File: config.mk
export PLATFORM = sky130hd
export DESIGN_NAME = a_operand_fifo_flat
export DESIGN_NICKNAME = d
export VERILOG_FILES = /design/src/rtl/a_operand_fifo_if.sv /design/src/rtl/a_operand_fifo.sv /design/src/flat_wrapper.sv
export SDC_FILE = /design/constraint.sdc
export NUM_CORES = 1
export LEC_CHECK = 0
export CAP_MARGIN = 20
export CORE_ASPECT_RATIO = 1.75
export CORE_MARGIN = 10
export CORE_UTILIZATION = 40
export CTS_BUF_LIST = sky130_fd_sc_hd__clkbuf_4
export DETAILED_ROUTE_END_ITERATION = 8
export RECOVER_POWER = 50
export SLEW_MARGIN = 20
export SYNTH_ARGS = -nofsm -noshare
export SYNTH_HDL_FRONTEND = slang
export SYNTH_SLANG_ARGS = --single-unit
File: constraint.sdc
create_clock -name i_clk -period 2.7 [get_ports i_clk]
set_clock_uncertainty 0.15 [all_clocks]
set_input_delay 0.54 -clock i_clk [delete_from_list [all_inputs] [get_ports i_clk]]
set_output_delay 0.54 -clock i_clk [all_outputs]
set_load 0.01 [all_outputs]
File: src/rtl/a_operand_fifo_if.sv
// Handshake bundle between an A-operand producer/consumer and a_operand_fifo.
interface a_operand_fifo_if #(
    parameter int DATA_WIDTH = 8,
    parameter int DEPTH      = 8
);
    logic                         i_clr;
    logic                         i_wren;
    logic [DATA_WIDTH-1:0]        i_wdata;
    logic                         o_full;
    logic                         o_afull;
    logic                         i_rden;
    logic [DATA_WIDTH-1:0]        o_rdata;
    logic                         o_empty;
    logic [$clog2(DEPTH+1)-1:0]   o_count;
    logic                         o_overflow;
    logic                         o_underflow;

    modport slave (
        input  i_clr, i_wren, i_wdata, i_rden,
        output o_full, o_afull, o_rdata, o_empty, o_count, o_overflow, o_underflow
    );

    modport master (
        output i_clr, i_wren, i_wdata, i_rden,
        input  o_full, o_afull, o_rdata, o_empty, o_count, o_overflow, o_underflow
    );
endinterface

File: src/rtl/a_operand_fifo.sv
// First-word-fall-through A-operand FIFO feeding vector_reduce; counter-tracked
// occupancy with registered status and sticky overflow/underflow flags.
module a_operand_fifo #(
    parameter int DATA_WIDTH   = 8,
    parameter int DEPTH        = 8,
    parameter int AFULL_THRESH = 6
) (
    input  logic             i_clk,
    input  logic             i_rst,
    a_operand_fifo_if.slave  bus
);
    localparam int AW = $clog2(DEPTH);
    localparam int CW = $clog2(DEPTH + 1);

    logic [DATA_WIDTH-1:0] mem [DEPTH];
    logic [AW-1:0]         wr_ptr;
    logic [AW-1:0]         rd_ptr;
    logic [CW-1:0]         count;
    logic [CW-1:0]         count_nxt;
    logic                  full;
    logic                  afull;
    logic                  empty;
    logic                  overflow;
    logic                  underflow;
    logic                  flush;
    logic                  rd_acc;
    logic                  wr_acc;

    // A pop in the same cycle frees a slot, so a full FIFO still accepts the write.
    always_comb begin
        flush     = i_rst | bus.i_clr;
        rd_acc    = bus.i_rden & ~empty;
        wr_acc    = bus.i_wren & (~full | rd_acc);
        count_nxt = count + CW'(wr_acc) - CW'(rd_acc);
    end

    always_ff @(posedge i_clk) begin
        if (flush) begin
            wr_ptr    <= '0;
            rd_ptr    <= '0;
            count     <= '0;
            full      <= 1'b0;
            afull     <= 1'b0;
            empty     <= 1'b1;
            overflow  <= 1'b0;
            underflow <= 1'b0;
        end else begin
            if (wr_acc) wr_ptr <= wr_ptr + AW'(1);
            if (rd_acc) rd_ptr <= rd_ptr + AW'(1);
            count <= count_nxt;
            full  <= (count_nxt == CW'(DEPTH));
            afull <= (count_nxt >= CW'(AFULL_THRESH));
            empty <= (count_nxt == '0);
            if (bus.i_wren && full && !rd_acc) overflow  <= 1'b1;
            if (bus.i_rden && empty)            underflow <= 1'b1;
        end
    end

    // Storage needs no reset; a flush cycle must still drop its write.
    always_ff @(posedge i_clk) begin
        if (wr_acc && !flush) mem[wr_ptr] <= bus.i_wdata;
    end

    always_comb begin
        bus.o_rdata     = empty ? '0 : mem[rd_ptr];
        bus.o_full      = full;
        bus.o_afull     = afull;
        bus.o_empty     = empty;
        bus.o_count     = count;
        bus.o_overflow  = overflow;
        bus.o_underflow = underflow;
    end
endmodule
File: src/flat_wrapper.sv
// flat-port wrapper written by rule: the top's interface ports become plain ports
module a_operand_fifo_flat 
#(
    parameter int DATA_WIDTH   = 8,
    parameter int DEPTH        = 8,
    parameter int AFULL_THRESH = 6
)
  (i_clk, i_rst, bus_i_clr, bus_i_wren, bus_i_wdata, bus_i_rden, bus_o_full, bus_o_afull, bus_o_rdata, bus_o_empty, bus_o_count, bus_o_overflow, bus_o_underflow);
  a_operand_fifo_if #(.DATA_WIDTH(DATA_WIDTH), .DEPTH(DEPTH)) bus_i ();
  input  logic i_clk;
  input  logic i_rst;
  input wire logic [$bits(bus_i.i_clr)-1:0] bus_i_clr;
  input wire logic [$bits(bus_i.i_wren)-1:0] bus_i_wren;
  input wire logic [$bits(bus_i.i_wdata)-1:0] bus_i_wdata;
  input wire logic [$bits(bus_i.i_rden)-1:0] bus_i_rden;
  output wire logic [$bits(bus_i.o_full)-1:0] bus_o_full;
  output wire logic [$bits(bus_i.o_afull)-1:0] bus_o_afull;
  output wire logic [$bits(bus_i.o_rdata)-1:0] bus_o_rdata;
  output wire logic [$bits(bus_i.o_empty)-1:0] bus_o_empty;
  output wire logic [$bits(bus_i.o_count)-1:0] bus_o_count;
  output wire logic [$bits(bus_i.o_overflow)-1:0] bus_o_overflow;
  output wire logic [$bits(bus_i.o_underflow)-1:0] bus_o_underflow;
  assign bus_i.i_clr = bus_i_clr;
  assign bus_i.i_wren = bus_i_wren;
  assign bus_i.i_wdata = bus_i_wdata;
  assign bus_i.i_rden = bus_i_rden;
  assign bus_o_full = bus_i.o_full;
  assign bus_o_afull = bus_i.o_afull;
  assign bus_o_rdata = bus_i.o_rdata;
  assign bus_o_empty = bus_i.o_empty;
  assign bus_o_count = bus_i.o_count;
  assign bus_o_overflow = bus_i.o_overflow;
  assign bus_o_underflow = bus_i.o_underflow;
  a_operand_fifo #(.DATA_WIDTH(DATA_WIDTH), .DEPTH(DEPTH), .AFULL_THRESH(AFULL_THRESH)) u_core (.i_clk(i_clk), .i_rst(i_rst), .bus(bus_i));
endmodule
# --- Yosys cells after proc, flatten, opt, wreduce, memory -nomap -nowiden ---
# Memories as Yosys holds them, arrays and structs flattened. A register that Yosys moved wholly into a read port is not among the register bits.
# Index checks and enable logic that the tools add are counted.
op_classes:
  mux: 5
  n_reduce_logical: 7
  eq_ne: 1
  n_lt_le_gt_ge: 1
  add_sub_neg: 4
  bitwise_logic: 6
op_table:
  columns: ["operator", "count"]
  rows:
  - ["8-bit 2-to-1 mux", 1]
  - ["3-bit by 1-bit adder with 3-bit output, second input constant", 2]
  - ["3-bit 2-to-1 mux", 2]
  - ["4-bit by 1-bit adder with 4-bit output", 1]
  - ["4-bit == test, second input constant", 1]
  - ["4-bit by 3-bit greater-or-equal comparator with 1-bit output, second input constant", 1]
  - ["1-bit logical AND", 4]
  - ["4-bit logical NOT", 1]
  - ["4-bit by 1-bit subtractor with 4-bit output", 1]
  - ["1-bit bitwise AND", 2]
  - ["1-bit logical NOT", 2]
  - ["1-bit 2-to-1 mux", 2]
  - ["1-bit NOT", 2]
  - ["1-bit bitwise OR", 2]
totals:
  ff_bits: 15
  inputBits: 13
  out_inout_bits: 17
  memories: 1
  mem_bits_rw: 64
memory_table:
  columns: ["memory", "words", "width", "rd", "rd_ports_with_merged_regs", "wr", "line", "text"]
  rows:
  - ["u_core.mem", 8, 8, 1, 1, 1, "a_operand_fifo.sv:15", "logic [DATA_WIDTH-1:0] mem [DEPTH];"]

# --- Longest topological paths before layout ---
logic_depth:
  depth_word: 7
  depth_mapped: 9
  mapped_depth_nobuf: 9

# --- Worst setup path before layout ---
# No wires, ideal clock.
synth_path:
  path_type: "input -> register"
  from: "input bus_i_rden"
  to: "register u_core.full (netlist: u_core.bus.o_full)"
  n_path_buf: 0
  arrival_ns: 2.104
  slack_ns: 0.366
  required_ns: 2.470
  path_stages: 9
  setup_ns: 0.080
  path_cell_list: "nand2b_1 > inv_1 > ha_1 > inv_1 > ha_1 > fa_1 > xor2_1 > nor3_1 > nor3b_1"
synth_between:
  elab_chain_len: 6
synth_rtl:
  columns: ["item", "line", "text"]
  rows:
  - ["from (decl)", "flat_wrapper.sv:15", "input wire logic [$bits(bus_i.i_rden)-1:0] bus_i_rden;"]
  - ["1-bit bitwise AND (*)", "a_operand_fifo.sv:32", "rd_acc = bus.i_rden & ~empty;"]
  - ["via u_core.rd_acc", "a_operand_fifo.sv:26", "logic rd_acc;"]
  - ["1-bit bitwise OR", "a_operand_fifo.sv:33", "wr_acc = bus.i_wren & (~full | rd_acc);"]
  - ["1-bit bitwise AND", "a_operand_fifo.sv:33", null]
  - ["4-bit by 1-bit adder with 4-bit output", "a_operand_fifo.sv:34", "count_nxt = count + CW'(wr_acc) - CW'(rd_acc);"]
  - ["4-bit by 1-bit subtractor with 4-bit output (*)", "a_operand_fifo.sv:34", null]
  - ["4-bit == test (*)", "a_operand_fifo.sv:51", "full <= (count_nxt == CW'(DEPTH));"]
  - ["to (signal assigned)", "a_operand_fifo.sv:51", null]
  - ["to (decl)", "a_operand_fifo.sv:20", "logic full;"]
# Mark *: on every way through the listed nets, which the timed path passes. The rest lies on a longest branch.
# A chain may end at the register's enable or synchronous reset.

==> metrics.csv <==
metric,value,unit
CTS sink cnt,82,
worst-path cell chain,buf_16 -> buf_4 -> mux4_2 -> a22o_1 -> buf_2,
routed vias,1718,
worst hold slack,338,ps
Die ar.,12100,um^2
core area,7860,um^2
Reg2Reg Depth,9,
Initial Util,0.407,
num rows,43,
fin worst setup slack,91.8,ps
Commonest cells post-synth,"edfxtp_1, dfxtp_1, nor2_1",
Yosys top cell area share,0.600,
DRC viols,0,
reg-to-reg startpoint,u_core.bus.o_empty,
fin crit period,2610,ps
"area leader, netlist",edfxtp_1,
Async SR Flop Fraction,0,
Critical Path Start Type,flip-flop,
CP Max Fanout,7,
CTS max path bufs,2,
CTS hold repair buffers,0,
worst-margin pin slew,757,ps
slowest CP cell,mux4_2,
Crit path largest cell delay,490,ps
Hold Path Class,flip-flop to flip-flop,
most numerous cell in the Yosys netlist,edfxtp_1,
final instance area,3850,um^2
cell area after synthesis,3200,um^2
distinct cell type count after synthesis,31,
arrival time at the worst endpoint,1920,ps
Final HPWL DP,4320,um
CTS Buf Count,9,
register bit total from synthesis,82,
WL/cell,19.1,um
grt ovf,0,
path length in cells of the critical path,5,
worst skew pair latency,420,ps
reg2reg end,u_core.bus.o_full,
Main synth FF type,edfxtp_1,
post-placement worst setup slack,-108,ps
die height,138,um
nets@finish,260,
Routed Antenna Nets,0,
Via density,5.13,
RSZ-0062 raised after global routing,no,
initial antenna violation count,0,
H-Tree Level Count,3,
vias in the first global route,1859,
reg2reg setup slack,380,ps
status,finished clean,
Die X,87.6,um
share of layout cells above drive strength 1,0.257,
Max Clk Rate,383,MHz
"IR drop worst, VDD",0.273,mV
DRT Pass-1 Iters,4,
critical path class,flip-flop to primary output,
Critical path buffers and inverters,3,
Max Cap Violations,0,
Critical Path RT,2010,ps
clock root cell,clkbuf_4,
largest net degree at the start of global routing,17,
first-pass GRT wire length,10100,um
Critical Path End,bus_o_rdata[2],
Synth Area per Inst,17.9,um^2
critical path capture point type,primary output,
Worst slew margin,0.495,
post-synthesis sequential area ratio,0.713,
top cell family by delay on the critical path,multiplexers,
TNS Setup,0,ps
gp weighted congestion,0.675,
Synth area leaders,"edfxtp_1, dfxtp_1, mux4_2",
Detailed Route WL,6390,um
io pins,30,
Leakage,1.37,nW
CTS tree,built,
Overall Global Routing Usage,0.113,
cells after synthesis,179,
PD cells,571,nW/um^2
Final setup viols,0,
Port Buf Inserts,29,
Post-DP Area,3720,um^2
final period utilization,0.966,
post-synth net total,199,
final hold violation count,0,
clk slew on worst S/H paths,110,ps
Ys Warns,0,
fin. max-slew vios,0,
ANT cells,0,
utilization after layout,0.491,
"EDFF count, synth",64,
Area Overhead vs Synth,20.4,%
initial drt markers,81,
Filler Cell Count,687,
## worst register-to-register path, cell delays in order (launching register included)
cell and delay, ps:
dfxtp_1 430, nand2b_1 150, inv_1 60, ha_1 270, inv_1 40, ha_1 200, fa_1 390, xor2_1 170
nor3_1 180, nor3b_1 200
## final cells by class
| class | instances | area [um^2] | share of cell area |
|---|---|---|---|
| Sequential cell | 82 | 2290 | 0.593 |
| Tap cell | 90 | 113 | 0.0292 |
| Timing Repair Buffer | 56 | 489 | 0.127 |
| Multi-Input combinational cell | 85 | 841 | 0.218 |
| Clock inverter | 5 | 21.3 | 0.00552 |
| Clock buffer | 11 | 82.6 | 0.0214 |
| Inverter | 6 | 22.5 | 0.00584 |
## state kept, by name, indices dropped and copies added, names as in the netlist, named ones only
name / cells
u_core.bus.o_underflow: 1
u_core.bus.o_overflow: 1
u_core.mem: 64
u_core.bus.o_count: 4
u_core.wr_ptr: 3
u_core.bus.o_empty: 1
u_core.rd_ptr: 3
u_core.bus.o_full: 1
u_core.bus.o_afull: 1
## worst min-delay path by stage
| stage | startpoint | end | slack [ps] | cells past startpoint |
|---|---|---|---|---|
| 2_1_floorplan | u_core.rd_ptr[1] | flip-flop | 300 | 2 |
| 3_3_place_gp | u_core.bus.o_underflow | u_core.bus.o_underflow | 320 | 2 |
| 3_5_place_dp | u_core.bus.o_overflow | u_core.bus.o_overflow | 320 | 2 |
| 4_1_cts | u_core.bus.o_overflow | u_core.bus.o_overflow | 350 | 2 |
| 5_1_grt | u_core.rd_ptr[1] | flip-flop | 380 | 2 |
| 6_report | u_core.bus.o_underflow | u_core.bus.o_underflow | 340 | 2 |
## cell usage in the layout (no fill, tap or decap), types with 2 or more instances in the layout
master / synthesis / final
edfxtp_1: 64 / 64
buf_4: 0 / 24
nor2_1: 17 / 17
dfxtp_1: 18 / 17
mux4_2: 10 / 12
dlygate4sd3_1: 0 / 12
clkbuf_4: 0 / 11
clkdlybuf4s50_1: 0 / 9
a22o_1: 8 / 8
buf_2: 1 / 7
inv_1: 6 / 6
nand2_1: 6 / 6
ha_1: 6 / 6
a21oi_1: 5 / 5
mux4_1: 6 / 4
nand2b_1: 3 / 3
nor3_1: 3 / 3
xnor2_1: 3 / 3
xor2_1: 3 / 3
clkinv_1: 0 / 3
and2_1: 3 / 2
a21o_1: 2 / 2
clkinv_2: 0 / 2
## what timing repair did
action / CTS / global route
pin swaps: 1 / 0
endpoints found under the setup margin: 8 / 3
resized for setup: 34 / 3
gates cloned: 1 / 0
setup buffers: 6 / 0
## where the power goes
part	switching [W]	leakage, nW	internal (W)
clock network	0.000376	0.0631	0.000199
logic	0.000114	0.582	0.000120
registers	0.0000142	0.723	0.00138
total	0.000504	1.37	0.00170
## through the flow
stage,total power (W),cells
finish,0.00220,335
global route,0.00231,335
CTS,0.00223,335
detailed placement,0.00166,312
global placement,0.00166,312
floorplan,0.00154,179
## kinds of logic (layout without fill, tap and decap cells)
| group | Yosys count | count (layout) | synth area share |
|---|---|---|---|
| AO/OA/AOI/OAI | 18 | 18 | 0.0426 |
| AND/OR/NAND/NOR | 37 | 37 | 0.0536 |
| adder cells (fa/ha/maj) | 7 | 7 | 0.0297 |
| flip-flops | 82 | 82 | 0.713 |
| XOR/XNOR | 6 | 6 | 0.0164 |
| buffers and inverters | 12 | 78 | 0.0219 |
| multiplexers | 17 | 17 | 0.123 |
## per-layer routing
metal,vias to the layer above,global-route usage,wire length [um]
met5,-,0,0
met2,50,0.195,3410
met4,0,0.0531,172
li1,811,-,-
met1,846,0.112,2410
met3,11,0.0459,397
Note: power is estimated with default switching activity, not from simulation.
